## src/rtl/mix_columns_seq_pkg.sv

```systemverilog
// aes_pkg: GF(2^8) constant multipliers, column geometry and FSM state type for the column mixer.
package aes_pkg;
   localparam int COL_W = 32;
   localparam int NCOLS = 4;
   localparam int STATE_W = COL_W * NCOLS;
   typedef enum logic [1:0] {IDLE, CALC, DONE} state_t;
   function automatic logic [7:0] xtime(input logic [7:0] x);
      return {x[6:0], 1'b0} ^ (x[7] ? 8'h1b : 8'h00);
   endfunction
   function automatic logic [7:0] gf_mul02(input logic [7:0] x);
      return xtime(x);
   endfunction
   function automatic logic [7:0] gf_mul03(input logic [7:0] x);
      return xtime(x) ^ x;
   endfunction
   function automatic logic [7:0] gf_mul09(input logic [7:0] x);
      return xtime(xtime(xtime(x))) ^ x;
   endfunction
   function automatic logic [7:0] gf_mul0b(input logic [7:0] x);
      return xtime(xtime(xtime(x))) ^ xtime(x) ^ x;
   endfunction
   function automatic logic [7:0] gf_mul0d(input logic [7:0] x);
      return xtime(xtime(xtime(x))) ^ xtime(xtime(x)) ^ x;
   endfunction
   function automatic logic [7:0] gf_mul0e(input logic [7:0] x);
      return xtime(xtime(xtime(x))) ^ xtime(xtime(x)) ^ xtime(x);
   endfunction
endpackage

```

## src/rtl/mix_columns_seq_if.sv

```systemverilog
// mix_columns_seq_if: input/output valid-ready handshake of the column mixer.
interface mix_columns_seq_if;
   import aes_pkg::*;
   logic in_valid, in_ready, in_inv, out_valid, out_ready, busy;
   logic [STATE_W-1:0] in_state, out_state;
   modport master(output in_valid, in_state, in_inv, out_ready, input in_ready, out_valid, out_state, busy);
   modport slave(input in_valid, in_state, in_inv, out_ready, output in_ready, out_valid, out_state, busy);
endinterface

```

## src/rtl/mix_columns_seq_word.sv

```systemverilog
// mix_column_word: combinational MixColumns/InvMixColumns of one 32-bit column, row 0 in the top byte.
module mix_column_word import aes_pkg::*; #(
   parameter bit INV_EN = 1
) (
   input  logic [COL_W-1:0] col,
   input  logic             inv,
   output logic [COL_W-1:0] mixed
);
   logic [7:0] b [NCOLS];
   for (genvar r = 0; r < NCOLS; r++) begin : g_row
      logic [7:0] f;
      assign b[r] = col[COL_W-1-8*r -: 8];
      assign f = gf_mul02(b[r]) ^ gf_mul03(b[(r+1)%4]) ^ b[(r+2)%4] ^ b[(r+3)%4];
      if (INV_EN) begin : g_inv
         logic [7:0] v;
         assign v = gf_mul0e(b[r]) ^ gf_mul0b(b[(r+1)%4]) ^ gf_mul0d(b[(r+2)%4]) ^ gf_mul09(b[(r+3)%4]);
         assign mixed[COL_W-1-8*r -: 8] = inv ? v : f;
      end else begin : g_fwd
         assign mixed[COL_W-1-8*r -: 8] = f;
      end
   end
   if (!INV_EN) begin : g_no_inv
      logic unused_inv;
      assign unused_inv = inv;
   end
endmodule

```

## src/rtl/mix_columns_seq.sv

```systemverilog
// mix_columns_seq: sequential AES (Inv)MixColumns, COLS_PER_CYCLE columns per clock, result held until accepted.
module mix_columns_seq import aes_pkg::*; #(
   parameter int COLS_PER_CYCLE = 1,
   parameter bit INV_EN = 1
) (
   input logic clk,
   input logic rst_n,
   mix_columns_seq_if.slave bus
);
   if (COLS_PER_CYCLE != 1 && COLS_PER_CYCLE != 2 && COLS_PER_CYCLE != 4) begin : g_bad_cfg
      $error("COLS_PER_CYCLE must be 1, 2 or 4");
   end
   localparam logic [1:0] STEP = 2'(COLS_PER_CYCLE);
   localparam logic [1:0] LAST = 2'(NCOLS - COLS_PER_CYCLE);
   state_t state, state_nx;
   logic [NCOLS-1:0][COL_W-1:0] w;
   logic [COL_W-1:0] mixed [COLS_PER_CYCLE];
   logic m, take, out_valid, busy;
   logic [1:0] k;
   assign bus.in_ready = state == IDLE || (state == DONE && bus.out_ready);
   assign take = bus.in_valid && bus.in_ready;
   assign bus.out_valid = out_valid;
   assign bus.busy = busy;
   assign bus.out_state = w;
   // k is a multiple of COLS_PER_CYCLE, so k+c never wraps inside one step
   for (genvar c = 0; c < COLS_PER_CYCLE; c++) begin : g_col
      logic [1:0] idx;
      assign idx = k + 2'(c);
      mix_column_word #(.INV_EN(INV_EN)) u_mix (.col(w[idx]), .inv(m), .mixed(mixed[c]));
   end
   always_comb begin
      state_nx = take ? CALC :
                 state == CALC ? (k == LAST ? DONE : CALC) :
                 (state == DONE && bus.out_ready) ? IDLE : state;
   end
   always_ff @(posedge clk) begin
      if (!rst_n) begin
         state <= IDLE;
         w <= '0;
         m <= 1'b0;
         k <= '0;
         out_valid <= 1'b0;
         busy <= 1'b0;
      end else begin
         state <= state_nx;
         out_valid <= state_nx == DONE;
         busy <= state_nx == CALC;
         if (take) begin
            w <= bus.in_state;
            m <= INV_EN && bus.in_inv;
            k <= '0;
         end else if (state == CALC) begin
            for (int i = 0; i < COLS_PER_CYCLE; i++) w[k + 2'(i)] <= mixed[i];
            k <= k + STEP;
         end
      end
   end
endmodule
```

## src/flat_wrapper.sv

```systemverilog
// flat-port wrapper written by rule: the top's interface ports become plain ports
module mix_columns_seq_flat import aes_pkg::*;
#(
   parameter int COLS_PER_CYCLE = 1,
   parameter bit INV_EN = 1
)
  (clk, rst_n, bus_in_valid, bus_in_state, bus_in_inv, bus_out_ready, bus_in_ready, bus_out_valid, bus_out_state, bus_busy);
  mix_columns_seq_if bus_i ();
  input logic clk;
  input logic rst_n;
  input wire logic [$bits(bus_i.in_valid)-1:0] bus_in_valid;
  input wire logic [$bits(bus_i.in_state)-1:0] bus_in_state;
  input wire logic [$bits(bus_i.in_inv)-1:0] bus_in_inv;
  input wire logic [$bits(bus_i.out_ready)-1:0] bus_out_ready;
  output wire logic [$bits(bus_i.in_ready)-1:0] bus_in_ready;
  output wire logic [$bits(bus_i.out_valid)-1:0] bus_out_valid;
  output wire logic [$bits(bus_i.out_state)-1:0] bus_out_state;
  output wire logic [$bits(bus_i.busy)-1:0] bus_busy;
  assign bus_i.in_valid = bus_in_valid;
  assign bus_i.in_state = bus_in_state;
  assign bus_i.in_inv = bus_in_inv;
  assign bus_i.out_ready = bus_out_ready;
  assign bus_in_ready = bus_i.in_ready;
  assign bus_out_valid = bus_i.out_valid;
  assign bus_out_state = bus_i.out_state;
  assign bus_busy = bus_i.busy;
  mix_columns_seq #(.COLS_PER_CYCLE(COLS_PER_CYCLE), .INV_EN(INV_EN)) u_core (.clk(clk), .rst_n(rst_n), .bus(bus_i));
endmodule
```

## config.mk

```make
export PLATFORM = sky130hd
export DESIGN_NAME = mix_columns_seq_flat
export DESIGN_NICKNAME = d
export VERILOG_FILES = /design/src/rtl/mix_columns_seq_pkg.sv /design/src/rtl/mix_columns_seq_if.sv /design/src/rtl/mix_columns_seq_word.sv /design/src/rtl/mix_columns_seq.sv /design/src/flat_wrapper.sv
export SDC_FILE = /design/constraint.sdc
export NUM_CORES = 1
export LEC_CHECK = 0
export CORE_MARGIN = 2
export CORE_UTILIZATION = 44
export CTS_CLUSTER_SIZE = 14
export DETAILED_ROUTE_END_ITERATION = 16
export GPL_TIMING_DRIVEN = 0
export HOLD_SLACK_MARGIN = 0.15
export PLACE_DENSITY = 0.78
export RECOVER_POWER = 100
export SLEW_MARGIN = 0
export SYNTH_ARGS = -nofsm -noshare
export SYNTH_HDL_FRONTEND = slang
export SYNTH_SLANG_ARGS = --single-unit
```

## constraint.sdc

```tcl
create_clock -name clk -period 3.3 [get_ports clk]
set_input_delay 0.33 -clock clk [delete_from_list [all_inputs] [get_ports clk]]
set_output_delay 0.33 -clock clk [all_outputs]
set_load 0.02 [all_outputs]
```

==> impl_summary.txt, run 1 <==
----------------------------------------------------
[Outcome]
  Result of the run ... complete, but fails checks
  Violated checks ... negative setup slack

[Floorplan]
  Total number of placement rows ... between 50 and 60
  Starting density of the core ... 44.8%
  Total I/O pin count ... between 200 and 300
  Vertical die dimension ... 147 µm
  Die W ... 147 µm
  DIE AREA ... 21,700 µm²
  Area of the core ... roughly 20,000 µm²

[Route]
  Vias after detailed routing ... 9,480
  Via-per-instance ratio ... 6.21
  Pre-antenna DRT Iters ... 6
  Total detailed-routing wirelength ... 38,300 µm
  Drt drc ... 0
  Antenna Violating Nets Remaining ... 0
  Drt wl/cell ... roughly 25 µm
  Iteration-0 DRC Markers ... 1,267

[Finish]
  Nets ... 1,380
  Diodes inserted ... 0
  Final Util ... 67.6%
  Final std cell area, no fill ... 13,600 µm²
  Area growth from synthesis to layout ... 50.9%
  Layout cell share with drive strength beyond 1 ... 16.6%

[Synthesis]
  Count of mapped cells out of synthesis ... a little over 900
  Net count after synthesis ... 1,058
  Post-Syn Area per Cell ... 9.81 µm²
  Synth unique cells ... 41
  Yosys warnings ... 0
  Synthesized flop and latch total ... 135
  Part of the Yosys area used for sequential elements ... 29.9%
  Synthesized cell area ... ~9000 µm²

[GRT]
  Vias in the first global route ... 9,028
  Global-route congestion overflow total ... 0
  Wire length of the first global-routing pass ... 54,000 µm
  Largest net degree at the start of global routing ... 17
  Initial antenna violation count ... 0
  Overall global routing resource usage ... 32.9%

[Timing]
  Rel. slew slack ... 38.4%
  Minimum clock period after layout ... 3.56 ns
  Final setup fails ... 36
  Clock Skews ... 0.0125 ns
  Share of the cycle needed by the critical path after routing ... 108%
  Final worst-path setup slack ... -0.257 ns
  Slew of the pin with the lowest slew margin ... 0.923 ns
  Hold Violations, Final ... 0
  Setup repair after global routing missed its margin ... true
  Achievable clock frequency ... 281 MHz
  Setup tns final ... -2.47 ns
  Final Max Tran Viols ... 0

[Placed design]
  Final GP Congestion ... 0.974
  Placed Area ... 12,000 µm²
  Detailed-placement wirelength estimate ... 26,000 µm
  IO buf count ... 262

[Setup path]
  Reg2Reg Setup Slack ... -0.26 ns
  Worst endpoint required time ... 3.60 ns
  Kind of critical path ... reg -> reg
  Largest fanout on the critical path ... 9
  Kind of end point of the critical path ... register
  Endpoint arrival time on the critical path ... 3.86 ns
  Critical path launch point type ... register

[Clocking]
  Clock root buffer master ... sky130_fd_sc_hd__clkbuf_16
  CTS Buffer Depth ... 2
  CTS tree ... built
  Deepest level of the CTS H-tree ... 4
  Clock buffer count from CTS ... 17
  Clock transition at the registers of the reported paths ... 0.06 ns
  Clock sink total ... 135
  Hold buffer count at cts ... 0
  Worst skew pair latency ... 0.44 ns

[Power]
  Maximum vdd drop ... ~0.76 mV
  Static leakage ... 5.02 nW
  Ratio of total power to cell area ... 1140 nW/µm²
  PnR Total Power ... 15.5 mW

[Flow run]
  Max-cap violation count ... 0

[Min path]
  Worst hold path type ... in -> reg

----------------------------------------------------
kinds of logic (layout without fill, tap and decap cells):
group,after synthesis,after routing,synth area share (%)
flip-flops,135,135,29.9
AO/OA/AOI/OAI,277,277,23.1
buffers and inverters,86,421,4.62
AND/OR/NAND/NOR,184,184,8.65
adder cells (fa/ha/maj),4,4,0.554
XOR/XNOR,197,197,24.3
multiplexers,38,38,8.85
synth_stat cells:
| cell | n | area (µm²) |
|---|---|---|
| sky130_fd_sc_hd__a21boi_0 | 46 | 345 |
| sky130_fd_sc_hd__a21boi_1 | 28 | 210 |
| sky130_fd_sc_hd__a21oi_1 | 12 | 60.1 |
| sky130_fd_sc_hd__a21oi_2 | 1 | 8.76 |
| sky130_fd_sc_hd__a221o_1 | 16 | 160 |
| sky130_fd_sc_hd__a22o_1 | 56 | 490 |
| sky130_fd_sc_hd__a22oi_1 | 80 | 601 |
| sky130_fd_sc_hd__and2_1 | 11 | 68.8 |
| sky130_fd_sc_hd__and2_4 | 1 | 8.76 |
| sky130_fd_sc_hd__and3_1 | 5 | 31.3 |
| sky130_fd_sc_hd__buf_1 | 5 | 18.8 |
| sky130_fd_sc_hd__buf_2 | 7 | 35.0 |
| sky130_fd_sc_hd__buf_4 | 8 | 60.1 |
| sky130_fd_sc_hd__buf_6 | 6 | 67.6 |
| sky130_fd_sc_hd__buf_8 | 1 | 15.0 |
| sky130_fd_sc_hd__clkbuf_1 | 55 | 206 |
| sky130_fd_sc_hd__dfxtp_1 | 135 | 2700 |
| sky130_fd_sc_hd__ha_1 | 4 | 50.1 |
| sky130_fd_sc_hd__inv_1 | 4 | 15.0 |
| sky130_fd_sc_hd__mux2i_1 | 3 | 30.0 |
| sky130_fd_sc_hd__mux2i_2 | 3 | 41.3 |
| sky130_fd_sc_hd__mux4_1 | 2 | 52.6 |
| sky130_fd_sc_hd__mux4_2 | 30 | 676 |
| sky130_fd_sc_hd__nand2_1 | 114 | 428 |
| sky130_fd_sc_hd__nand2b_1 | 6 | 37.5 |
| sky130_fd_sc_hd__nor2_1 | 27 | 101 |
| sky130_fd_sc_hd__nor2b_1 | 2 | 12.5 |
| sky130_fd_sc_hd__nor3_1 | 16 | 80.1 |
| sky130_fd_sc_hd__nor3b_1 | 1 | 7.51 |
| sky130_fd_sc_hd__o21a_1 | 9 | 67.6 |
| sky130_fd_sc_hd__o21ai_0 | 25 | 125 |
| sky130_fd_sc_hd__o21ai_1 | 4 | 20.0 |
| sky130_fd_sc_hd__or2_2 | 1 | 6.26 |
| sky130_fd_sc_hd__xnor2_1 | 118 | 1030 |
| sky130_fd_sc_hd__xnor2_2 | 11 | 179 |
| sky130_fd_sc_hd__xnor2_4 | 3 | 82.6 |
| sky130_fd_sc_hd__xnor3_1 | 17 | 383 |
| sky130_fd_sc_hd__xnor3_2 | 3 | 71.3 |
| sky130_fd_sc_hd__xor2_1 | 40 | 350 |
| sky130_fd_sc_hd__xor2_2 | 3 | 48.8 |
| sky130_fd_sc_hd__xor3_1 | 2 | 47.6 |
stage by stage:
step / instances / hold WS, ns / setup WS [ns]
3_5_place_dp: 1453 / 0.549 / -0.671
4_1_cts: 1501 / 0.534 / -0.0252
6_report: 1526 / 0.548 / -0.257
5_1_grt: 1526 / 0.583 / -0.274
2_1_floorplan: 921 / 0.475 / 0.201
3_3_place_gp: 1453 / 0.533 / -0.662
timing repair:
item | in CTS | in global routing
setup endpoints to repair | 127 | 110
buffers inserted | 16 | 25
pin swaps | 19 | 26
cloned | 1 | 2
hold endpoints to repair | 0 | 0
gates resized for setup | 54 | 60
worst max-delay path: stages, from the launching register on:
cell	delay [ns]
sky130_fd_sc_hd__dfxtp_2	0.34
sky130_fd_sc_hd__buf_6	0.14
sky130_fd_sc_hd__buf_12	0.16
sky130_fd_sc_hd__buf_4	0.13
sky130_fd_sc_hd__mux4_2	0.50
sky130_fd_sc_hd__buf_4	0.24
sky130_fd_sc_hd__xnor2_2	0.33
sky130_fd_sc_hd__xor2_1	0.30
sky130_fd_sc_hd__xnor3_1	0.54
sky130_fd_sc_hd__xnor2_1	0.23
sky130_fd_sc_hd__mux2i_2	0.11
sky130_fd_sc_hd__xnor2_2	0.29
sky130_fd_sc_hd__o21ai_1	0.11
report_power, final:
group	internal, mW	total (mW)	switching (mW)
Combinational	5.37	11.4	6.06
Clock	1.25	2.03	0.780
Sequential	1.86	2.08	0.213
Total	8.48	15.5	7.06
final timing paths:
check | cells past startpoint | startpoint | endpoint
worst min-delay path | 3 | bus_in_inv | u_core.m$_SDFFE_PN0P_
worst min register to register | 2 | u_core.bus.out_state[62]$_SDFFE_PN0P_ | u_core.bus.out_state[62]$_SDFFE_PN0P_
worst max-delay path | 12 | u_core.k[0]$_SDFFE_PP0P_ | u_core.bus.out_state[21]$_SDFFE_PN0P_
worst max register to register | 12 | u_core.k[0]$_SDFFE_PP0P_ | u_core.bus.out_state[21]$_SDFFE_PN0P_
routing by layer:
layer,routed length [µm],GRT usage [%]
met1,14300,42.1
met2,17900,52.5
met3,4110,8.04
met4,1940,15.5
met5,0,0
sequential cells by signal, indices dropped and copies added (netlist names):
register              count
u_core.bus.out_valid      1
u_core.state              2
u_core.bus.out_state    128
u_core.m                  1
u_core.k                  2
u_core.bus.busy           1
layout make-up:
| class | count | area [µm²] |
|---|---|---|
| multi-input cells | 700 | 6490 |
| repair buffers | 306 | 3010 |
| clock inverters | 10 | 144 |
| well taps | 270 | 338 |
| fillers | 1468 | 6530 |
| clock buffers | 22 | 474 |
| plain buffers | 79 | 464 |
| flip-flops and latches | 135 | 2700 |
| inverters | 4 | 15.0 |
cell usage in the layout (no fill, tap or decap), drive strengths merged, types with 12 or more instances in the layout:
| cell | n |
|---|---|
| dfxtp | 135 |
| mux4 | 32 |
| nand2 | 114 |
| o21ai | 29 |
| a21oi | 13 |
| clkdlybuf4s50 | 262 |
| nor3 | 16 |
| nor2 | 27 |
| a221o | 16 |
| a22o | 56 |
| a22oi | 80 |
| a21boi | 74 |
| xnor2 | 132 |
| buf | 70 |
| and2 | 12 |
| clkbuf | 75 |
| xnor3 | 20 |
| xor2 | 43 |
Power figures use the tool's default switching activity.
==> run 2, diff against run 1 <==
- CORE_ASPECT_RATIO: unset -> 1.2
- CORE_MARGIN: 2 -> 5
==> impl_summary.txt, run 2 (synthesis gave the netlist of run 1 again) <==
----------------------------------------------------
[Finish]
  Diodes inserted ... 0 (unchanged)
  Layout cell share with drive strength beyond 1 ... 17.6% (+1.1 points)
  Final Util ... 67.5% (-0.12 points)
  Commonest non-fill, non-tap cell in the layout ... sky130_fd_sc_hd__clkdlybuf4s50_1
  Nets ... 1,385 (+0.36%)
  Area growth from synthesis to layout ... 51.3%
  Max FFs per register ... 128 (unchanged)
  Top library cells by usage in the layout, fill and taps aside ... 262 x sky130_fd_sc_hd__clkdlybuf4s50_1, 134 x sky130_fd_sc_hd__dfxtp_1, 110 x sky130_fd_sc_hd__nand2_1

[Min path]
  Worst hold path type ... in -> reg
  Hold wc startpoint ... bus_in_inv
  Destination of the worst hold path ... u_core.m$_SDFFE_PN0P_
  Number of cells traversed by the worst hold path ... 3 (unchanged)

[Timing]
  Minimum clock period after layout ... 3.39 ns (-0.167 ns)
  Achievable clock frequency ... 295 MHz (+4.9%)
  Clock Skews ... 0.0128 ns (+0.000249 ns)
  Final worst-path setup slack ... -0.0899 ns (+0.167 ns)
  Slew of the pin with the lowest slew margin ... 0.860 ns (-0.0633 ns)
  Setup repair after global routing missed its margin ... true
  Setup tns final ... -0.280 ns (+2.19 ns)
  Rel. slew slack ... 42.7% (+4.2 points)
  Hold Violations, Final ... 0 (unchanged)
  Final Max Tran Viols ... 0 (unchanged)
  Final setup fails ... 11 (-69%)
  Share of the cycle needed by the critical path after routing ... 103% (-5.1 points)
  Hold WS ... 0.514 ns (-0.0344 ns)

[Setup path]
  Kind of critical path ... reg -> reg
  CP Launch Point ... u_core.k[0]$_SDFFE_PP0P_
  Origin of the critical flop-to-flop path ... u_core.k[0]$_SDFFE_PP0P_
  Worst endpoint required time ... 3.64 ns (+0.04 ns)
  Destination of the worst register-to-register timing path ... u_core.bus.out_state[3]$_SDFFE_PN0P_
  Critical path launch point type ... register
  Kind of end point of the critical path ... register
  Largest fanout on the critical path ... 10 (+1)
  Worst Reg2Reg Path Length in Cells ... 11 (-1)
  Reg2Reg Setup Slack ... -0.09 ns (+0.17 ns)
  Endpoint arrival time on the critical path ... 3.73 ns (-0.13 ns)

[Power]
  Maximum vdd drop ... 0.727 mV (-4.6%)
  Ratio of total power to cell area ... 1140 nW/µm² (+0.41%)
  Static leakage ... 5.02 nW (about the same)

[Outcome]
  Result of the run ... complete, but fails checks
  Violated checks ... negative setup slack

[Clocking]
  Worst skew pair latency ... 0.43 ns (about the same)
  Clock sink total ... 135 (unchanged)
  Clock root buffer master ... sky130_fd_sc_hd__clkbuf_16
  Clock buffer count from CTS ... 17 (unchanged)
  Hold buffer count at cts ... 0 (unchanged)
  Deepest level of the CTS H-tree ... 4 (unchanged)
  Clock transition at the registers of the reported paths ... 0.06 ns (about the same)
  CTS tree ... built
  CTS Buffer Depth ... 2 (unchanged)

[Route]
  Vias after detailed routing ... 9,081 (-4.2%)
  Drt drc ... 0 (unchanged)
  Antenna Violating Nets Remaining ... 0 (unchanged)
  Total detailed-routing wirelength ... 37,800 µm (-1.2%)
  Drt wl/cell ... 24.8 µm (-1.1%)
  Pre-antenna DRT Iters ... 5 (-1)
  Via-per-instance ratio ... 5.96 (-4.1%)
  Iteration-0 DRC Markers ... 789 (-38%)

[Floorplan]
  Die W ... 141 µm (-4.4%)
  Starting density of the core ... 44.6% (-0.19 points)
  Vertical die dimension ... 167 µm (+13%)
  Total I/O pin count ... 264 (unchanged)
  DIE AREA ... 23,500 µm² (+8.4%)
  Total number of placement rows ... 57 (+9.6%)
  Area of the core ... 20,300 µm² (+0.42%)

[Placed design]
  IO buf count ... 262 (unchanged)
  Detailed-placement wirelength estimate ... 26,900 µm (+3.5%)
  Pre-CTS setup slack ... -0.790 ns (-0.119 ns)
  Final GP Congestion ... 0.965 (-0.93%)

[GRT]
  Wire length of the first global-routing pass ... 54,800 µm (+1.6%)
  Overall global routing resource usage ... 30.3% (-2.6 points)
  Global-route congestion overflow total ... 0 (unchanged)
  Vias in the first global route ... 9,437 (+4.5%)
  Initial antenna violation count ... 0 (unchanged)
  Largest net degree at the start of global routing ... 17 (unchanged)

[Flow run]
  Max-cap violation count ... 0 (unchanged)

----------------------------------------------------
run 2: cell count changes in the layout (fill, tap and decap cells not counted), moves of 3 or more:
cell,delta
sky130_fd_sc_hd__clkinvlp_4,+5
sky130_fd_sc_hd__nor3_1,-9
sky130_fd_sc_hd__nor3_2,+8
sky130_fd_sc_hd__o21ai_0,+3
sky130_fd_sc_hd__o21ai_2,-3
sky130_fd_sc_hd__xnor2_1,-3
sky130_fd_sc_hd__xnor2_2,+4
run 2: power by group:
part | switching (mW) | total, mW | leakage (nW) | internal, mW
Sequential | 0.195 | 2.06 | 1.11 | 1.86
Combinational | 6.08 | 11.7 | 3.65 | 5.65
Clock | 0.768 | 1.86 | 0.263 | 1.09
Total | 7.04 | 15.6 | 5.02 | 8.60
run 2: through the flow:
stage | area [µm²] | total power, mW | cells
after floorplan | 9040 | 8.82 | 921
after CTS | 13200 | 13.9 | 1503
after global placement | 12000 | 11.0 | 1448
final | 13700 | 15.6 | 1524
after global routing | 13700 | 16.1 | 1524
after detailed placement | 12000 | 11.1 | 1448
run 2: final cells by class:
cell class              instances  area (µm²)
multi-input cells             700        6520
inverters                       4        15.0
clock buffers                  20         467
flip-flops and latches        135        2700
repair buffers                313        3080
well taps                     265         332
clock inverters                10        98.8
plain buffers                  77         459
fillers                      1535        6590
run 2: metal layers:
| layer | global-route usage (%) | vias to the layer above | routed length [µm] |
|---|---|---|---|
| met5 | 0 | - | 0 |
| met4 | 15.7 | 0 | 1920 |
| met3 | 6.08 | 110 | 3480 |
| met2 | 50.7 | 593 | 18500 |
| met1 | 36.9 | 4415 | 13800 |
| li1 | - | 3963 | - |
run 2: what timing repair did:
item                                    4_1_cts  5_1_grt
pin swaps                                    25       31
endpoints found under the setup margin      128      100
endpoints found under the hold margin         0        0
buffers inserted                             26       22
cloned                                        1        2
gates resized for setup                      65       56
run 2: worst max-delay path by stage:
stage / endpoint / slack (ns)
3_3_place_gp: u_core.bus.out_state[23]$_SDFFE_PN0P_ / -0.65
2_1_floorplan: u_core.bus.out_state[12]$_SDFFE_PN0P_ / 0.20
5_1_grt: u_core.bus.out_state[3]$_SDFFE_PN0P_ / -0.19
4_1_cts: u_core.bus.out_state[53]$_SDFFE_PN0P_ / -0.03
6_report: u_core.bus.out_state[3]$_SDFFE_PN0P_ / -0.09
3_5_place_dp: u_core.bus.out_state[23]$_SDFFE_PN0P_ / -0.79
run 2: worst max-delay path, stage by stage (launching register included):
cell                       delay, ns
sky130_fd_sc_hd__dfxtp_2        0.34
sky130_fd_sc_hd__buf_6          0.13
sky130_fd_sc_hd__buf_12         0.15
sky130_fd_sc_hd__buf_16         0.18
sky130_fd_sc_hd__mux4_2         0.65
sky130_fd_sc_hd__xor2_2         0.27
sky130_fd_sc_hd__xnor2_1        0.53
sky130_fd_sc_hd__xnor2_1        0.19
sky130_fd_sc_hd__xnor3_1        0.28
sky130_fd_sc_hd__mux2i_4        0.25
sky130_fd_sc_hd__nand2_1        0.12
sky130_fd_sc_hd__a21boi_1       0.21
